$ cat config.mk
export PLATFORM = sky130hd
export DESIGN_NAME = hazard_ctrl
export DESIGN_NICKNAME = d
export VERILOG_FILES = /design/src/rtl/hazard_ctrl.sv
export SDC_FILE = /design/constraint.sdc
export NUM_CORES = 1
export LEC_CHECK = 0
export CORE_MARGIN = 10
export CORE_UTILIZATION = 45
export CTS_CLUSTER_DIAMETER = 100
export CTS_CLUSTER_SIZE = 40
export DETAILED_ROUTE_END_ITERATION = 16
export PLACE_DENSITY_LB_ADDON = 0.3
export SLEW_MARGIN = 20
export SYNTH_ARGS = -nofsm -noshare
export SYNTH_HDL_FRONTEND = slang
export SYNTH_SLANG_ARGS = --single-unit
$ cat constraint.sdc
create_clock -name clk -period 2.43 [get_ports clk]
set_input_delay 0.243 -clock clk [delete_from_list [all_inputs] [get_ports clk]]
set_output_delay 0.243 -clock clk [all_outputs]
set_load 0.05 [all_outputs]
$ cat src/rtl/hazard_ctrl.sv
// hazard_ctrl: pipeline hazard controller.
// Detects load-use hazards and EX-stage redirects (taken branch or jump), then
// steers the IF/ID instruction select and the PC and ID/EX strobes through the
// stall and bubble cycles. It also counts stall and flush bubbles.
module hazard_ctrl #(
   parameter int CNT_W = 32
) (
   input  logic             clk,
   input  logic             rst,
   input  logic [4:0]       rs1_ID,
   input  logic [4:0]       rs2_ID,
   input  logic             rs1_used,
   input  logic             rs2_used,
   input  logic [4:0]       rd_EX,
   input  logic             memread_EX,
   input  logic             branch_taken_EX,
   input  logic             jump_EX,
   input  logic             cnt_clr,
   output logic [1:0]       instr_sel,
   output logic             pc_write,
   output logic             pc_redirect,
   output logic             id_ex_flush,
   output logic [CNT_W-1:0] cnt_lu,
   output logic [CNT_W-1:0] cnt_flush
);

   typedef enum logic [1:0] {
      ST_RUN = 2'd0,
      ST_LU  = 2'd1,
      ST_FL  = 2'd2
   } state_t;

   localparam logic [CNT_W-1:0] CNT_ONE = CNT_W'(1);

   state_t           r_state;
   state_t           w_stateNext;
   logic             w_redirect;
   logic             w_luHit;
   logic             w_incLu;
   logic             w_incFlush;
   logic [CNT_W-1:0] r_cntLu;
   logic [CNT_W-1:0] r_cntFlush;

   // A write to x0 never creates a dependency, and unused sources never stall.
   assign w_redirect = branch_taken_EX | jump_EX;
   assign w_luHit    = memread_EX & (rd_EX != 5'd0) &
                       ((rs1_used & (rs1_ID == rd_EX)) |
                        (rs2_used & (rs2_ID == rd_EX)));

   // Next state and strobes; reset wins, then redirect, then load-use.
   always_comb begin
      w_stateNext = ST_RUN;
      instr_sel   = 2'b00;
      pc_write    = 1'b1;
      pc_redirect = 1'b0;
      id_ex_flush = 1'b0;
      w_incLu     = 1'b0;
      w_incFlush  = 1'b0;
      if (rst) begin
         pc_write    = 1'b0;
         w_stateNext = ST_RUN;
      end else if (w_redirect) begin
         instr_sel   = 2'b10;
         pc_redirect = 1'b1;
         id_ex_flush = 1'b1;
         w_incFlush  = 1'b1;
         w_stateNext = ST_FL;
      end else begin
         case (r_state)
            ST_LU: begin
               instr_sel   = 2'b01;
               w_stateNext = ST_RUN;
            end
            ST_FL: begin
               if (w_luHit) begin
                  pc_write    = 1'b0;
                  id_ex_flush = 1'b1;
                  w_incLu     = 1'b1;
                  w_stateNext = ST_LU;
               end else begin
                  w_incFlush  = 1'b1;
                  w_stateNext = ST_RUN;
               end
            end
            default: begin
               if (w_luHit) begin
                  pc_write    = 1'b0;
                  id_ex_flush = 1'b1;
                  w_incLu     = 1'b1;
                  w_stateNext = ST_LU;
               end else begin
                  w_stateNext = ST_RUN;
               end
            end
         endcase
      end
   end

   // State register.
   always_ff @(posedge clk) begin
      if (rst) begin
         r_state <= ST_RUN;
      end else begin
         r_state <= w_stateNext;
      end
   end

   // Wrapping performance counters; a clear beats a same-cycle increment.
   always_ff @(posedge clk) begin
      if (rst || cnt_clr) begin
         r_cntLu    <= '0;
         r_cntFlush <= '0;
      end else begin
         if (w_incLu) begin
            r_cntLu <= r_cntLu + CNT_ONE;
         end
         if (w_incFlush) begin
            r_cntFlush <= r_cntFlush + CNT_ONE;
         end
      end
   end

   assign cnt_lu    = r_cntLu;
   assign cnt_flush = r_cntFlush;

endmodule

Yosys cells after proc, flatten, opt, wreduce, memory -nomap -nowiden
Index checks and enable logic that the tools add are counted.
Storage, ports and cells
  flip-flop bits (word level): 66
  bits of input ports: 23
  output and inout port bits: 69
Operators by class
  add/subtract/negate cells: 2
  eq/ne operators: 4
  multiplexer cells: 21
  bitwise gates (word level): 6
  reduce and logical (&&, ||, !) cells: 3
Operator list (count)
  $add 32x1->32 const B: 2
  $mux 1: 18
  $eq 5x5->1: 2
  $mux 2: 3
  $reduce_bool 5->1: 1
  $and 1x1->1: 4
  $reduce_or 3->1: 1
  $eq 2x1->1 const B: 1
  $eq 2x2->1 const B: 1
  $or 1x1->1: 2
  $logic_or 1x1->1: 1

Logic depth before layout (Yosys ltp)
Gate-level depths: netlist (run 1).
  word-level depth: 8
  gate-level depth with buffers: 8
  depth with buffers taken out: 7

Worst setup path before layout (run 1)
OpenSTA, ideal clock, no wires.
  path type: reg-to-reg
  from: register r_cntFlush[4], in the netlist cnt_flush[4]
  to: register r_cntFlush[31], in the netlist cnt_flush[31]
  library setup time: 70 ps
  data arrival time: 2445 ps
  path slack: -85 ps
  stages on the path, launching flop included: 9
  buffers on the path: 2
  period minus slack after synthesis: 2515 ps
  cells stage by stage: dfxtp_1 > nand4_2 > or4_1 > buf_6 > nor2_4 > nand2_2 > buf_6 > or4_1 > a21oi_1
On the way
  cells in the longest elaborated chain, start to end: 1
RTL lines
  start, declared: RTL line 42  | logic [CNT_W-1:0] r_cntFlush;
  start signal, assigned: RTL line 118  | r_cntFlush <= r_cntFlush + CNT_ONE;
  $add 32x1->32: RTL line 118
No other way between the ends.
A chain may end at the register's enable or synchronous reset.

Worst setup path after layout (run 1)
  from: input port rd_EX[3]
  to: output port id_ex_flush
On the way
  cells in the longest elaborated chain, start to end: 8
RTL lines
  start, declared: RTL line 14  | input logic [4:0] rd_EX,
  $eq 5x5->1 (on tied branches): RTL line 47, 48
  $and 1x1->1 (on tied branches): RTL line 47, 48
  $or 1x1->1: RTL line 47  | ((rs1_used & (rs1_ID == rd_EX)) |
  $and 1x1->1 *: RTL line 46  | assign w_luHit = memread_EX & (rd_EX != 5'd0) &
  $mux 1 *: RTL line 75, 86
  $mux 1 *
  $mux 1 *: RTL line 62  | end else if (w_redirect) begin
  $mux 1 *: RTL line 59  | if (rst) begin
  end, declared: RTL line 22  | output logic id_ex_flush,
Mark *: on every way between the ends. The rest lies on a longest branch, timed or not.

==> results of run 1 <==
==> metal layers <==
metal	GRT usage	wire length (µm)	vias up
met3	0.05449	785	19
met1	0.2079	4264	1720
met4	0.08874	221	0
met2	0.2866	4982	126
met5	0	0	-
li1	-	-	1776
==> state kept, by name, summed over array words and instances (netlist names) <==
signal,cells
cnt_flush,32
cnt_lu,32
r_state,2
==> worst paths after layout <==
| path | end | from | depth (start not counted) | slack [ns] |
|---|---|---|---|---|
| max reg2reg | cnt_flush[24] | cnt_flush[4] | 6 | 0.19 |
| min reg2reg | cnt_flush[31] | cnt_flush[31] | 2 | 0.49 |
| min | cnt_flush[31] | cnt_flush[31] | 2 | 0.49 |
| max | id_ex_flush | rd_EX[3] | 9 | 0.11 |
==> placed cells by master, fill, tap and decap left out, types with 4 or more instances in the layout <==
master / instances
clkdlybuf4s50_1: 84
dfxtp_1: 62
nand2_1: 43
nor2_1: 42
buf_4: 32
nand3_1: 24
nand4_1: 21
a21oi_1: 20
or4_1: 18
xor2_1: 18
or3_1: 17
o21ai_0: 14
o211ai_1: 13
xnor2_1: 12
clkbuf_8: 10
o31ai_1: 9
inv_1: 8
nor3_1: 6
and3_1: 5
mux2i_1: 5
buf_12: 5
or2_2: 4
and2_1: 4
and4_1: 4
a41o_1: 4
dfxtp_2: 4
==> timing repair <==
| action | in CTS | in global routing |
|---|---|---|
| gates resized for setup | 3 | 5 |
| cloned | 0 | 0 |
| setup buffers | 0 | 2 |
| endpoints found under the setup margin | 2 | 11 |
| pin swaps | 0 | 3 |
==> cells by family after synthesis <==
kind of cell	after synthesis
simple gates	207
compound gates	79
flops	66
xor+xnor	30
buf+inv	29
mux	5
fa+ha+maj	2
==> area by class of cell <==
cell class,instances,area [µm²],share of cell area
inverters,8,30.03,0.006130
clock inverters,5,53.80,0.01098
well taps,99,123.9,0.02529
multi-input cells,323,2006,0.4094
flip-flops and latches,66,1326,0.2708
clock buffers,11,141.4,0.02886
repair buffers,124,1217,0.2485
==> stage by stage <==
step | utilization | hold slack, ns | total power (W) | setup TNS, ns
3_5_place_dp | 0.6324 | 0.4671 | 0.001301 | -2.714
3_3_place_gp | 0.6324 | 0.4670 | 0.001299 | -1.259
4_1_cts | 0.6603 | 0.4864 | 0.002232 | 0
5_1_grt | 0.6647 | 0.5307 | 0.002302 | -0.002506
2_1_floorplan | - | 0.4149 | 0.001202 | 0
6_report | 0.6647 | 0.4860 | 0.002214 | 0
==> worst max-delay path: stages <==
cell	delay, ns
clkdlybuf4s50_1	0.42
buf_4	0.15
xnor2_1	0.18
nand4_1	0.17
o22ai_1	0.18
buf_4	0.17
nand3_1	0.14
a21oi_2	0.26
buf_12	0.17
==> power groups by stage <==
stage	clock (W)	sequential, W	combinational [W]
after floorplan	0	0.00112	0.0000854
after global placement	0	0.00111	0.000187
after detailed placement	0	0.00111	0.000190
after CTS	0.000953	0.00109	0.000192
after global routing	0.00101	0.00109	0.000209
final	0.000934	0.00109	0.000194
==> impl_metrics.py, run 1 <==
metrics = {
    "die": {
        "fp-row-count": 31,
        "coreArea_um2": 7370,
        "start_util": 0.4696,
        "die_x_um": 107.7,
        "io_pins": 92,
        "die_area_um2": 11600,
        "die_y_um": 107.7,
    },
    "synthesis": {
        "ys_seq_elements": 66,
        "synthCells": 418,
        "ys_types": 55,
        "synth-edff-count": 0,
        "synth_top_cell_area_share": 0.3818,
        "synth_compound_area_frac": 0.1511,
        "ys_warn_count": 0,
        "async_flop_share": 0,
        "yosysMostFrequentCell": "dfxtp_1",
        "avgSynthCellArea_um2": 8.279,
        "synth_area_leader_cell": "dfxtp_1",
        "synthTopCellsByCount": "dfxtp_1 (66), nand2_1 (43), nor2_1 (42)",
        "synth_area_um2": 3461,
        "ys_seq_area_frac": 0.3818,
        "synthSimpleGateAreaFrac": 0.3239,
        "synthXorXnorAreaFrac": 0.07592,
        "synthMuxAreaShare": 0.01446,
        "synthTopCellsByArea": "dfxtp_1 (38%), nand2_1 (4.7%), nor2_1 (4.6%)",
        "syn-num-nets": 443,
        "ys.flop_type": "dfxtp_1",
        "synth_top_family_by_area": "simple AND/OR/NAND/NOR gates",
        "synthAdderAreaFrac": 0.007231,
    },
    "detailed_routing": {
        "drt_iter0_drc": 240,
        "vias": 3641,
        "drc": 0,
        "viasPerCell": 5.725,
        "drt-pass1-iter-count": 5,
        "wire_per_inst_um": 16.12,
        "wirelength_mm": 10.26,
        "ant_nets": 0,
    },
    "pwr": {
        "clkPwrFrac": 0.422,
        "p_comb_frac": 0.088,
        "p_switching_w": 0.0005391,
        "p_int_w": 0.001675,
        "power.share.switching": 0.2435,
        "power_leakage_nw": 1.749,
        "seqPwrFrac": 0.491,
        "vdd_ir_drop_max_mv": 0.2913,
        "cellPowerDensity_nw_per_um2": 452.1,
    },
    "global_routing": {
        "grt_max_degree": 25,
        "grt_pass1_vias": 3463,
        "antenna_found_initial": 0,
        "grt_pass1_wl_mm": 16.88,
        "grt_usage": 0.1775,
        "overflow": 0,
    },
    "clock_tree": {
        "path_clk_slew_ns": 0.07,
        "cts.sinks": 66,
        "worstSkewPairLatency_ns": 0.35,
        "cts_root_buffer": "clkbuf_8",
        "tritoncts": "yes",
        "numCtsBuffers": 9,
        "cts_hold_buf": 0,
        "clockBufferDepth": 2,
        "htreeDepth": 3,
    },
    "critical_path": {
        "crit_arrival_ns": 2.08,
        "worst-setup-path-type": "input pin to output pin",
        "crit_path_end_kind": "output pin",
        "cp-start-kind": "input pin",
        "path_max_fanout": 6,
        "cp_data_required_time_ns": 2.19,
    },
    "placement": {
        "dp_hpwl_mm": 7.739,
        "gp_congestion": 0.8868,
        "dp_slack_ns": -0.2488,
        "port_buffers": 91,
        "dpl.cell_count": 618,
        "placed_cell_area_um2": 4661,
    },
    "final_layout": {
        "fillers": 608,
        "drive_gt1_frac": 0.1415,
        "fin_area_um2": 4898,
        "n_antenna_cell": 0,
        "syn2layout_area_growth_pct": 41.54,
        "layout.nets": 557,
        "layoutNonFillerInstCount": 636,
    },
    "sta": {
        "timing.slew.headroom": 0.4992,
        "fin_crit_sh": 0.9563,
        "fmaxAchievable_ghz": 0.4303,
        "worst_slack_ns": 0.1061,
        "hold_viol": 0,
        "worst-slew-pin-transition_ns": 0.7512,
        "skew_ns": 0.01358,
        "final_max_slew_viol_count": 0,
        "setup_viol": 0,
        "min_period_ns": 2.324,
    },
    "run": {
        "cap_violations": 0,
    },
    "outcome": {
        "status": "complete, no violations",
    },
    "hold_path": {
        "hp-class": "flop to flop",
    },
}
Note: power is estimated with default switching activity, not from simulation.
==> run 2: changes to the inputs <==
Settings changed: GPL_ROUTABILITY_DRIVEN set to 0, RECOVER_POWER set to 25.
==> run 2 against run 1 <==
Against the previous run: largest power group unchanged; via count increased by 0.16%; wire length decreased by 0.18%; clock skew decreased by 0.00058 ns; maximum frequency increased by 1.2%; largest cell class unchanged; critical path type unchanged; worst hold slack improved by 0.00065 ns; die area unchanged; register-to-register slack about the same; clock power about the same; core utilization decreased by 0.54 points; final area decreased by 0.82%.
==> impl_metrics.py, run 2 (same netlist as run 1, synthesis figures left out) <==
metrics = {
    "outcome": {
        "status": "complete, no violations",
    },
    "clock_tree": {
        "htreeDepth": 3,
        "worstSkewPairLatency_ns": 0.35,
        "numCtsBuffers": 9,
        "cts.sinks": 66,
        "tritoncts": "yes",
        "clockBufferDepth": 2,
        "path_clk_slew_ns": 0.07,
        "cts_hold_buf": 0,
        "cts_root_buffer": "clkbuf_8",
    },
    "critical_path": {
        "cp_data_required_time_ns": 2.19,
        "cp_slowest_cell": "clkdlybuf4s50_1",
        "cpPeakStageDelay_ns": 0.42,
        "reg2reg_depth": 6,
        "rr_endpoint": "cnt_flush[30]",
        "critPathMostFrequentCell": "buf_4",
        "regToRegSetupSlack_ns": 0.19,
        "path_max_fanout": 6,
        "cp.depth": 9,
        "crit_arrival_ns": 2.05,
        "r2r_start": "cnt_flush[4]",
        "crit_buf_inv": 4,
        "cp_cell_sequence": "clkdlybuf4s50_1 > buf_4 > xnor2_1 > nand4_1 > o22ai_1 > buf_4 > nand3_1 > a21oi_2 > buf_12",
        "cp-start-kind": "input pin",
        "worst-setup-path-type": "input pin to output pin",
        "cp_top_family": "buffers and inverters",
        "crit_path_end_kind": "output pin",
    },
    "pwr": {
        "power_leakage_nw": 1.819,
        "cellPowerDensity_nw_per_um2": 453.9,
        "p_total_w": 0.002205,
        "vdd_ir_drop_max_mv": 0.2918,
    },
    "die": {
        "die_y_um": 107.7,
        "start_util": 0.4696,
        "coreArea_um2": 7370,
        "die_x_um": 107.7,
        "fp-row-count": 31,
        "io_pins": 92,
        "die_area_um2": 11600,
    },
    "final_layout": {
        "final_common_cell": "dfxtp_1",
        "multiInputGateArea_um2": 2006,
        "final_cell_mix": "dfxtp_1 (62), clkdlybuf4s50_1 (58), nand2_1 (43)",
        "layout.nets": 557,
        "syn2layout_area_growth_pct": 40.38,
        "n_antenna_cell": 0,
        "fillers": 616,
        "regArea_um2": 1326,
        "drive_gt1_frac": 0.1322,
    },
    "global_routing": {
        "grt_pass1_vias": 3463,
        "overflow": 0,
        "grt_pass1_wl_mm": 16.88,
        "grt_max_degree": 25,
        "grt_usage": 0.1775,
        "antenna_found_initial": 0,
    },
    "sta": {
        "fmaxAchievable_ghz": 0.4355,
        "worst-slew-pin-transition_ns": 0.8166,
        "whs_ns": 0.4866,
        "skew_ns": 0.01300,
        "final_max_slew_viol_count": 0,
        "hold_viol": 0,
        "fin_crit_sh": 0.9450,
        "timing.slew.headroom": 0.4556,
        "min_period_ns": 2.296,
        "setup_viol": 0,
    },
    "detailed_routing": {
        "drc": 0,
        "vias": 3647,
        "wirelength_mm": 10.24,
        "wire_per_inst_um": 16.10,
        "ant_nets": 0,
        "drt-pass1-iter-count": 5,
        "viasPerCell": 5.734,
        "drt_iter0_drc": 223,
    },
    "hold_path": {
        "hp-class": "flop to flop",
        "worstHoldEndpoint": "cnt_flush[31]",
        "hold_depth": 2,
        "min-delay-start": "cnt_flush[31]",
    },
    "placement": {
        "port_buffers": 91,
        "dp_hpwl_mm": 7.739,
    },
    "run": {
        "cap_violations": 0,
    },
}
## run 2: cell types whose count changed in the layout (fill, tap and decap cells not counted)
cell             change
or2_1                +1
dlygate4sd3_1       +26
or2_2                -1
buf_12               -2
clkdlybuf4s50_1     -26
clkbuf_1             +4
buf_4                -2
## run 2: power by group
part           switching, W  internal [W]  leakage [nW]  total, W
registers        0.00000279       0.00108         0.534   0.00109
logic              0.000100     0.0000844          1.18  0.000184
clock network      0.000436      0.000499         0.103  0.000934
total              0.000538       0.00167          1.82   0.00221
## run 2: through the flow
| stage | setup slack [ns] | std cells | instance area, µm² | utilization | setup TNS (ns) |
|---|---|---|---|---|---|
| 2_1_floorplan | 0.009127 | 418 | 3466 | - | 0 |
| 3_3_place_gp | -0.1498 | 618 | 4661 | 0.6324 | -1.259 |
| 3_5_place_dp | -0.2488 | 618 | 4661 | 0.6324 | -2.714 |
| 4_1_cts | 0.03144 | 634 | 4866 | 0.6603 | 0 |
| 5_1_grt | -0.002506 | 636 | 4858 | 0.6593 | -0.002506 |
| 6_report | 0.1335 | 636 | 4858 | 0.6593 | 0 |
## run 2: timing repair
action,in CTS,in global routing
setup endpoints to repair,2,11
pin swaps,0,3
buffers inserted,0,2
gates resized for setup,3,5
## run 2: layout make-up
class | instances | share of cell area
sequential | 66 | 0.2730
multi-input combinational | 323 | 0.4128
timing repair buffer | 124 | 0.2423
tap | 99 | 0.02550
clock buffer | 11 | 0.02910
inverter | 8 | 0.006181
clock inverter | 5 | 0.01107
## run 2: worst max-delay path by stage
stage | startpoint | endpoint | slack (ns)
after floorplan | cnt_flush[7] | cnt_flush[31] | 0.009
after global placement | rd_EX[1] | cnt_lu[26] | -0.15
after detailed placement | rd_EX[2] | cnt_lu[30] | -0.25
after CTS | rd_EX[1] | pc_write | 0.03
final | rd_EX[3] | id_ex_flush | 0.13
after global routing | rd_EX[3] | id_ex_flush | -0.003
## run 2: tightest hold or removal path: stages, from the launching register on
cell and delay (ns):
dfxtp_1 0.32, o31ai_1 0.06, a21oi_1 0.05
## run 2: layer usage
metal	vias up	wire [µm]	global-route usage
li1	1778	-	-
met1	1724	4231	0.2079
met2	129	5008	0.2866
met3	16	791	0.05449
met4	0	205	0.08874
met5	-	0	0
